<file path="src/rtl/exc_ctrl_if.sv">
// Bundle between the M-stage pipeline and the exception commit controller:
// the encoded exception record, stall, interrupt lines, the MTC0 write port,
// and the flush/redirect and CP0 register read-back signals.
interface exc_ctrl_if;
   logic [31:0] excepttype;
   logic [31:0] pcM;
   logic        is_in_delayslotM;
   logic [31:0] bad_addrM;
   logic        mem_wrM;
   logic        stallM;
   logic [5:0]  int_i;
   logic        cp0_we;
   logic [4:0]  cp0_waddr;
   logic [31:0] cp0_wdata;
   logic        flush;
   logic        pc_redirect;
   logic [31:0] newpc;
   logic [31:0] status_o;
   logic [31:0] cause_o;
   logic [31:0] epc_o;
   logic [31:0] badvaddr_o;

   modport master (
      output excepttype, pcM, is_in_delayslotM, bad_addrM, mem_wrM, stallM,
             int_i, cp0_we, cp0_waddr, cp0_wdata,
      input  flush, pc_redirect, newpc, status_o, cause_o, epc_o, badvaddr_o
   );

   modport slave (
      input  excepttype, pcM, is_in_delayslotM, bad_addrM, mem_wrM, stallM,
             int_i, cp0_we, cp0_waddr, cp0_wdata,
      output flush, pc_redirect, newpc, status_o, cause_o, epc_o, badvaddr_o
   );
endinterface

</file>
<file path="src/rtl/exc_ctrl.sv">
// Exception commit controller at the M stage. Commits an encoded exception
// when M is not stalled (holding it in a latched record while stalled),
// pulses a one-cycle flush with the handler/ERET target, and owns the CP0
// Status, Cause, EPC and BadVAddr registers, which MTC0 may also write.
module exc_ctrl #(
   parameter logic [31:0] REFILL_VEC = 32'hBFC0_0200,
   parameter logic [31:0] GEN_VEC    = 32'hBFC0_0380
) (
   input logic       clk,
   input logic       rst,
   exc_ctrl_if.slave bus
);

   typedef enum logic [1:0] {IDLE = 2'd0, WAIT = 2'd1, BLOCK = 2'd2} state_t;

   state_t      state;
   logic        rst_q;
   logic [31:0] rec_type, rec_pc, rec_bad;
   logic        rec_ds, rec_wr;

   logic        exl, ie, bd;
   logic [7:0]  im;
   logic [5:0]  ip_hw;
   logic [1:0]  ip_sw;
   logic [4:0]  exc_code;
   logic [31:0] epc, badvaddr;

   logic [31:0] sel_type, sel_pc, sel_bad;
   logic        sel_ds, sel_wr;
   logic        live_exc, commit, go_wait, is_eret, save_epc, save_bad;
   logic [31:0] target;

   // Cause.ExcCode for each encoded exception type; unknown types map to RI.
   function automatic logic [4:0] map_code(input logic [31:0] t, input logic wr);
      case (t)
         32'h01:         map_code = 5'h00;
         32'h04:         map_code = 5'h04;
         32'h05:         map_code = 5'h05;
         32'h08:         map_code = 5'h08;
         32'h09:         map_code = 5'h09;
         32'h0a:         map_code = 5'h0a;
         32'h0c:         map_code = 5'h0c;
         32'h10, 32'h11: map_code = 5'h02;
         32'h12, 32'h13: map_code = wr ? 5'h03 : 5'h02;
         32'h14:         map_code = 5'h01;
         default:        map_code = 5'h0a;
      endcase
   endfunction

   // Address errors and TLB faults record the faulting address.
   function automatic logic writes_bad(input logic [31:0] t);
      case (t)
         32'h04, 32'h05, 32'h10, 32'h11, 32'h12, 32'h13, 32'h14: writes_bad = 1'b1;
         default:                                                writes_bad = 1'b0;
      endcase
   endfunction

   // While waiting, the latched record stands in for the live M-stage inputs.
   assign sel_type = (state == WAIT) ? rec_type : bus.excepttype;
   assign sel_pc   = (state == WAIT) ? rec_pc   : bus.pcM;
   assign sel_bad  = (state == WAIT) ? rec_bad  : bus.bad_addrM;
   assign sel_ds   = (state == WAIT) ? rec_ds   : bus.is_in_delayslotM;
   assign sel_wr   = (state == WAIT) ? rec_wr   : bus.mem_wrM;

   // rst_q keeps the cycle right after reset quiet as well.
   assign live_exc = (bus.excepttype != 32'd0);
   assign commit   = !rst && !rst_q && !bus.stallM &&
                     (((state == IDLE) && live_exc) || (state == WAIT));
   assign go_wait  = !rst && !rst_q && bus.stallM && (state == IDLE) && live_exc;
   assign is_eret  = (sel_type == 32'h0e);
   assign save_epc = !exl && !is_eret;
   assign save_bad = writes_bad(sel_type);

   // Handler target: ERET returns to the current EPC, first-level refills use
   // the refill vector, everything else goes to the general vector.
   always_comb begin
      target = GEN_VEC;
      if (is_eret)
         target = epc;
      else if (((sel_type == 32'h10) || (sel_type == 32'h12)) && !exl)
         target = REFILL_VEC;
   end

   assign bus.flush       = commit;
   assign bus.pc_redirect = commit;
   assign bus.newpc       = commit ? target : 32'd0;
   assign bus.status_o    = {9'd0, 1'b1, 6'd0, im, 6'd0, exl, ie};
   assign bus.cause_o     = {bd, 15'd0, ip_hw, ip_sw, 1'b0, exc_code, 2'b00};
   assign bus.epc_o       = epc;
   assign bus.badvaddr_o  = badvaddr;

   // Capture the exception record when it arrives during a stall.
   always_ff @(posedge clk) begin
      if (go_wait) begin
         rec_type <= bus.excepttype;
         rec_pc   <= bus.pcM;
         rec_bad  <= bus.bad_addrM;
         rec_ds   <= bus.is_in_delayslotM;
         rec_wr   <= bus.mem_wrM;
      end
   end

   // Commit FSM and CP0 registers; commit updates take precedence over MTC0.
   always_ff @(posedge clk) begin
      if (rst) begin
         state    <= IDLE;
         rst_q    <= 1'b1;
         exl      <= 1'b0;
         ie       <= 1'b0;
         im       <= 8'd0;
         bd       <= 1'b0;
         ip_hw    <= 6'd0;
         ip_sw    <= 2'd0;
         exc_code <= 5'd0;
         epc      <= 32'd0;
         badvaddr <= 32'd0;
      end else begin
         rst_q <= 1'b0;
         ip_hw <= bus.int_i;

         if (bus.cp0_we) begin
            case (bus.cp0_waddr)
               5'd8:  if (!(commit && save_bad)) badvaddr <= bus.cp0_wdata;
               5'd12: if (!commit) begin
                         im  <= bus.cp0_wdata[15:8];
                         exl <= bus.cp0_wdata[1];
                         ie  <= bus.cp0_wdata[0];
                      end
               5'd13: if (!commit) ip_sw <= bus.cp0_wdata[9:8];
               5'd14: if (!(commit && save_epc)) epc <= bus.cp0_wdata;
               default: ;
            endcase
         end

         if (commit) begin
            exl      <= !is_eret;
            exc_code <= map_code(sel_type, sel_wr);
            if (save_epc) begin
               epc <= sel_ds ? (sel_pc - 32'd4) : sel_pc;
               bd  <= sel_ds;
            end
            if (save_bad)
               badvaddr <= sel_bad;
         end

         case (state)
            IDLE:    if (commit) state <= BLOCK;
                     else if (go_wait) state <= WAIT;
            WAIT:    if (commit) state <= BLOCK;
            BLOCK:   state <= IDLE;
            default: state <= IDLE;
         endcase
      end
   end

endmodule

</file>
<file path="src/flat_wrapper.sv">
// flat-port wrapper written by rule: the top's interface ports become plain ports
module exc_ctrl_flat 
#(
   parameter logic [31:0] REFILL_VEC = 32'hBFC0_0200,
   parameter logic [31:0] GEN_VEC    = 32'hBFC0_0380
)
  (clk, rst, bus_excepttype, bus_pcM, bus_is_in_delayslotM, bus_bad_addrM, bus_mem_wrM, bus_stallM, bus_int_i, bus_cp0_we, bus_cp0_waddr, bus_cp0_wdata, bus_flush, bus_pc_redirect, bus_newpc, bus_status_o, bus_cause_o, bus_epc_o, bus_badvaddr_o);
  exc_ctrl_if bus_i ();
  input logic clk;
  input logic rst;
  input wire logic [$bits(bus_i.excepttype)-1:0] bus_excepttype;
  input wire logic [$bits(bus_i.pcM)-1:0] bus_pcM;
  input wire logic [$bits(bus_i.is_in_delayslotM)-1:0] bus_is_in_delayslotM;
  input wire logic [$bits(bus_i.bad_addrM)-1:0] bus_bad_addrM;
  input wire logic [$bits(bus_i.mem_wrM)-1:0] bus_mem_wrM;
  input wire logic [$bits(bus_i.stallM)-1:0] bus_stallM;
  input wire logic [$bits(bus_i.int_i)-1:0] bus_int_i;
  input wire logic [$bits(bus_i.cp0_we)-1:0] bus_cp0_we;
  input wire logic [$bits(bus_i.cp0_waddr)-1:0] bus_cp0_waddr;
  input wire logic [$bits(bus_i.cp0_wdata)-1:0] bus_cp0_wdata;
  output wire logic [$bits(bus_i.flush)-1:0] bus_flush;
  output wire logic [$bits(bus_i.pc_redirect)-1:0] bus_pc_redirect;
  output wire logic [$bits(bus_i.newpc)-1:0] bus_newpc;
  output wire logic [$bits(bus_i.status_o)-1:0] bus_status_o;
  output wire logic [$bits(bus_i.cause_o)-1:0] bus_cause_o;
  output wire logic [$bits(bus_i.epc_o)-1:0] bus_epc_o;
  output wire logic [$bits(bus_i.badvaddr_o)-1:0] bus_badvaddr_o;
  assign bus_i.excepttype = bus_excepttype;
  assign bus_i.pcM = bus_pcM;
  assign bus_i.is_in_delayslotM = bus_is_in_delayslotM;
  assign bus_i.bad_addrM = bus_bad_addrM;
  assign bus_i.mem_wrM = bus_mem_wrM;
  assign bus_i.stallM = bus_stallM;
  assign bus_i.int_i = bus_int_i;
  assign bus_i.cp0_we = bus_cp0_we;
  assign bus_i.cp0_waddr = bus_cp0_waddr;
  assign bus_i.cp0_wdata = bus_cp0_wdata;
  assign bus_flush = bus_i.flush;
  assign bus_pc_redirect = bus_i.pc_redirect;
  assign bus_newpc = bus_i.newpc;
  assign bus_status_o = bus_i.status_o;
  assign bus_cause_o = bus_i.cause_o;
  assign bus_epc_o = bus_i.epc_o;
  assign bus_badvaddr_o = bus_i.badvaddr_o;
  exc_ctrl #(.REFILL_VEC(REFILL_VEC), .GEN_VEC(GEN_VEC)) u_core (.clk(clk), .rst(rst), .bus(bus_i));
endmodule
</file>
<file path="config.mk">
export PLATFORM = sky130hd
export DESIGN_NAME = exc_ctrl_flat
export DESIGN_NICKNAME = d
export VERILOG_FILES = /design/src/rtl/exc_ctrl_if.sv /design/src/rtl/exc_ctrl.sv /design/src/flat_wrapper.sv
export SDC_FILE = /design/constraint.sdc
export NUM_CORES = 1
export LEC_CHECK = 0
export ABC_AREA = 1
export BUFFER_PORTS_ARGS = -buffer_cell sky130_fd_sc_hd__buf_2
export CAP_MARGIN = 40
export CORE_MARGIN = 2
export CORE_UTILIZATION = 55
export DETAILED_ROUTE_END_ITERATION = 8
export GPL_TIMING_DRIVEN = 0
export PLACE_DENSITY = 0.85
export SYNTH_ARGS = -nofsm -noshare
export SYNTH_HDL_FRONTEND = slang
export SYNTH_SLANG_ARGS = --single-unit
</file>
<file path="constraint.sdc">
create_clock -name clk -period 9.9 [get_ports clk]
set_clock_uncertainty 0.15 [all_clocks]
set_input_delay 1.485 -clock clk [delete_from_list [all_inputs] [get_ports clk]]
set_output_delay 1.485 -clock clk [all_outputs]
set_load 0.01 [all_outputs]
</file>
==> flow_metrics.tcl <==
set metrics [dict create \
    worstSetupEndpoint "bus_newpc[21]" \
    hold_viol_final 0 \
    hold_buffers 0 \
    drv.max_cap_violation_count 0 \
    relSlewSlack_pct 40.2 \
    gp_routability_congestion 0.932 \
    rr_endpoint "u_core.bus.badvaddr_o[19]$_SDFF_PP0_" \
    route.detailed.vias_per_inst 5.39 \
    cts-resized-gates 0 \
    design.die.area_sq_mm 0.0195 \
    rr_worst_depth 11 \
    max_slew.worst_pin.slew_ns 0.896 \
    tightest_hold_margin_ns 0.325 \
    period_minus_slack_ns 5.66 \
    grt_max_degree 56 \
    io_buffers 265 \
    leakage_nw 6.61 \
    final.fill_count 1509 \
    multiInputGateArea_sq_mm 0.00439 \
    drt-wirelength-per-cell_microns 17.9 \
    post-route-period-util_pct 57.1 \
    placementRows 49 \
    synth_seq_cells 188 \
    cellPowerDensity_mw_per_mm2 143 \
    ys_types 49 \
    crit_path_max_fanout 10 \
    hold_class "flop to flop" \
    grt_overflow_total 0 \
    max_slew_violations 0 \
    clock_tree_root "sky130_fd_sc_hd__clkbuf_16" \
    clk_pin_slew_ns 0.07 \
    core-area_sq_mm 0.0180 \
    syn-instance-count 1268 \
    cp-end-kind "output pin" \
    area.growth.synth_to_final_pct 23.5 \
    finalNetCount 1738 \
    tritoncts_num_sinks 188 \
    detail_route.iter0.violations 887 \
    globalRouteTotalUtil_pct 33.0 \
    wirelength_microns 32900 \
    drt_drc_violations_left 0 \
    rsz0062_at_grt "no" \
    postSynth.asyncResetShare_pct 0 \
    worst_r2r_startpoint "u_core.state[1]$_SDFFE_PP0P_" \
    grt_first_pass_wirelength_microns 50000 \
    criticalPathCategory "primary input to output pin" \
    first_pass_iters 6 \
    hpwl_after_detailed_placement_microns 25600 \
    synth.cell_area_sq_mm 0.0101 \
    grt_pass1_vias 9469 \
    synth_edf_count 98 \
    ant_nets 0 \
    sort_of_element_at_the_start_of_the_critical_path "primary input" \
    irDropWorstVdd_uv 117 \
    critPathRequiredTime_ns 8.27 \
    die_h_microns 140 \
    worstPathArrival_ns 4.02 \
    x_dimension_of_the_die_microns 140 \
    yosys_most_used_dff "sky130_fd_sc_hd__edfxtp_1" \
    insertion_delay_ns 0.44 \
    ys.warnings.count 0 \
    floorplan.initialDensity_pct 56.2 \
    cts_buffers 17 \
    final_layout_size_suffix_gt1_share_pct 27.2 \
    tritoncts "done" \
    avgSynthCellArea_sq_um 7.98 \
    antenna_found_initial 1 \
    vias 9885 \
    yosysSeqAreaShare_pct 46.9 \
    cts-root-to-sink-buffers 2 \
    reg2reg_slack_ns 7.18 \
    htree_levels 4 \
    finalSetupViolCount 0 \
    tns_ns 0 \
    ff_latch_area_sq_mm 0.00474 \
    fmax_mhz 177 \
    critical_path.startpoint "bus_excepttype[31]" \
    status "completed" \
    postCtsSetupRepairBufs 0 \
    design.portCount 307 \
]
report_power, final:
part / leakage, nW / switching [mW] / total (mW) / internal (mW)
clock network: 0.281 / 0.331 / 0.690 / 0.359
logic: 4.70 / 0.155 / 0.245 / 0.0898
registers: 1.63 / 0.0112 / 0.856 / 0.844
worst min-delay path by stage:
| stage | endpoint | cells past startpoint | start | slack, ns |
|---|---|---|---|---|
| floorplan | u_core.bd$_SDFFE_PP0N_ | 2 | u_core.bd$_SDFFE_PP0N_ | 0.29 |
| global placement | u_core.ip_sw[0]$_SDFFE_PP0P_ | 2 | u_core.ip_sw[0]$_SDFFE_PP0P_ | 0.30 |
| detailed placement | u_core.ip_sw[0]$_SDFFE_PP0P_ | 2 | u_core.ip_sw[0]$_SDFFE_PP0P_ | 0.32 |
| CTS | u_core.ip_sw[0]$_SDFFE_PP0P_ | 2 | u_core.ip_sw[0]$_SDFFE_PP0P_ | 0.33 |
| global route | u_core.ip_sw[0]$_SDFFE_PP0P_ | 2 | u_core.ip_sw[0]$_SDFFE_PP0P_ | 0.35 |
| finish | u_core.ip_sw[0]$_SDFFE_PP0P_ | 2 | u_core.ip_sw[0]$_SDFFE_PP0P_ | 0.33 |
sequential cells by signal (all words and copies together), names as in the netlist:
register	count
u_core.bd	1
u_core.bus.badvaddr_o	32
u_core.bus.epc_o	32
u_core.exc_code	4
u_core.exl	1
u_core.ie	1
u_core.im	8
u_core.ip_hw	6
u_core.ip_sw	2
u_core.rec_bad	32
u_core.rec_ds	1
u_core.rec_pc	32
u_core.rec_type	32
u_core.rec_wr	1
u_core.rst_q	1
u_core.state	2
layout by cell type (no fill, tap or decap), drive strengths merged, types with 2 or more instances in the layout:
| cell | netlist | routed |
|---|---|---|
| clkinvlp | 0 | 2 |
| conb | 2 | 41 |
| mux2 | 7 | 7 |
| dfxtp | 90 | 90 |
| buf | 83 | 349 |
| clkinv | 2 | 6 |
| xnor2 | 6 | 6 |
| o21ai | 78 | 78 |
| or2 | 4 | 4 |
| nand3 | 71 | 71 |
| nor3 | 32 | 32 |
| nor2 | 244 | 244 |
| nand2 | 293 | 293 |
| nand3b | 5 | 5 |
| a31oi | 2 | 2 |
| a21oi | 24 | 24 |
| nand4 | 7 | 7 |
| clkbuf | 17 | 35 |
| edfxtp | 98 | 98 |
| inv | 126 | 133 |
| xor2 | 13 | 13 |
| mux2i | 56 | 56 |
metrics by stage:
step / utilization [%] / power, mW / instances / setup slack [ns] / area, sq um
3_5_place_dp: 66.1 / 1.11 / 1802 / 4.34 / 11900
2_1_floorplan: - / 1.01 / 1307 / 5.39 / 10300
5_1_grt: 69.4 / 1.84 / 1835 / 4.21 / 12500
6_report: 69.4 / 1.79 / 1835 / 4.24 / 12500
3_3_place_gp: 65.9 / 1.11 / 1801 / 4.33 / 11900
4_1_cts: 69.3 / 1.78 / 1834 / 4.33 / 12500
final cells by class:
type	count	share of cell area, %
Inverter	128	3.89
Tap cell	229	2.29
Antenna cell	1	0.0200
Sequential cell	188	38.0
Buffer	100	5.21
Timing Repair Buffer	266	10.8
Multi-Input combinational cell	891	35.1
Clock inverter	14	1.25
Clock buffer	18	3.43
per-layer routing:
layer | track usage [%] | up-vias | part of all wire [%] | wire (microns)
li1 | - | 4640 | - | -
met5 | 0 | - | 0 | 0
met1 | 41.6 | 4590 | 39 | 13000
met4 | 15.5 | 0 | 4.3 | 1420
met3 | 6.61 | 96 | 9.1 | 3010
met2 | 54.5 | 559 | 47 | 15600
cell usage after synthesis (13+ instances only):
| library cell | number | area share, % |
|---|---|---|
| sky130_fd_sc_hd__nor2_1 | 226 | 8.4 |
| sky130_fd_sc_hd__buf_4 | 49 | 3.6 |
| sky130_fd_sc_hd__inv_1 | 117 | 4.3 |
| sky130_fd_sc_hd__nor2_2 | 14 | 0.87 |
| sky130_fd_sc_hd__mux2i_1 | 56 | 5.5 |
| sky130_fd_sc_hd__o21ai_0 | 67 | 3.3 |
| sky130_fd_sc_hd__edfxtp_1 | 98 | 29 |
| sky130_fd_sc_hd__nand2_2 | 17 | 1.1 |
| sky130_fd_sc_hd__xor2_1 | 13 | 1.1 |
| sky130_fd_sc_hd__a21oi_1 | 24 | 1.2 |
| sky130_fd_sc_hd__clkbuf_1 | 17 | 0.63 |
| sky130_fd_sc_hd__nand2_1 | 273 | 10 |
| sky130_fd_sc_hd__buf_2 | 13 | 0.64 |
| sky130_fd_sc_hd__buf_1 | 13 | 0.48 |
| sky130_fd_sc_hd__nor3_1 | 29 | 1.4 |
| sky130_fd_sc_hd__dfxtp_1 | 90 | 18 |
| sky130_fd_sc_hd__nand3_1 | 67 | 3.3 |
cells by family (layout without fill, tap and decap cells):
logic type | after synthesis | in the layout | synth area share, %
AO/OA/AOI/OAI | 107 | 107 | 5.66
XOR/XNOR | 19 | 19 | 1.64
adder cells (fa/ha/maj) | 1 | 1 | 0.124
buffers and inverters | 228 | 526 | 11.2
flip-flops | 188 | 188 | 46.9
multiplexers | 63 | 63 | 6.31
other | 2 | 42 | 0.0742
AND/OR/NAND/NOR | 660 | 660 | 28.1
critical path: stages:
cell and delay, ns:
sky130_fd_sc_hd__buf_2 0.11, sky130_fd_sc_hd__nor2_1 0.09, sky130_fd_sc_hd__nand2_1 0.07, sky130_fd_sc_hd__nor2_1 0.16, sky130_fd_sc_hd__nand2_1 0.11, sky130_fd_sc_hd__o21ai_0 0.17
sky130_fd_sc_hd__nand2_1 0.07, sky130_fd_sc_hd__nand2_1 0.20, sky130_fd_sc_hd__clkbuf_1 0.55, sky130_fd_sc_hd__buf_1 0.66, sky130_fd_sc_hd__nor3_1 0.15, sky130_fd_sc_hd__buf_2 0.19
Power figures use the tool's default switching activity.
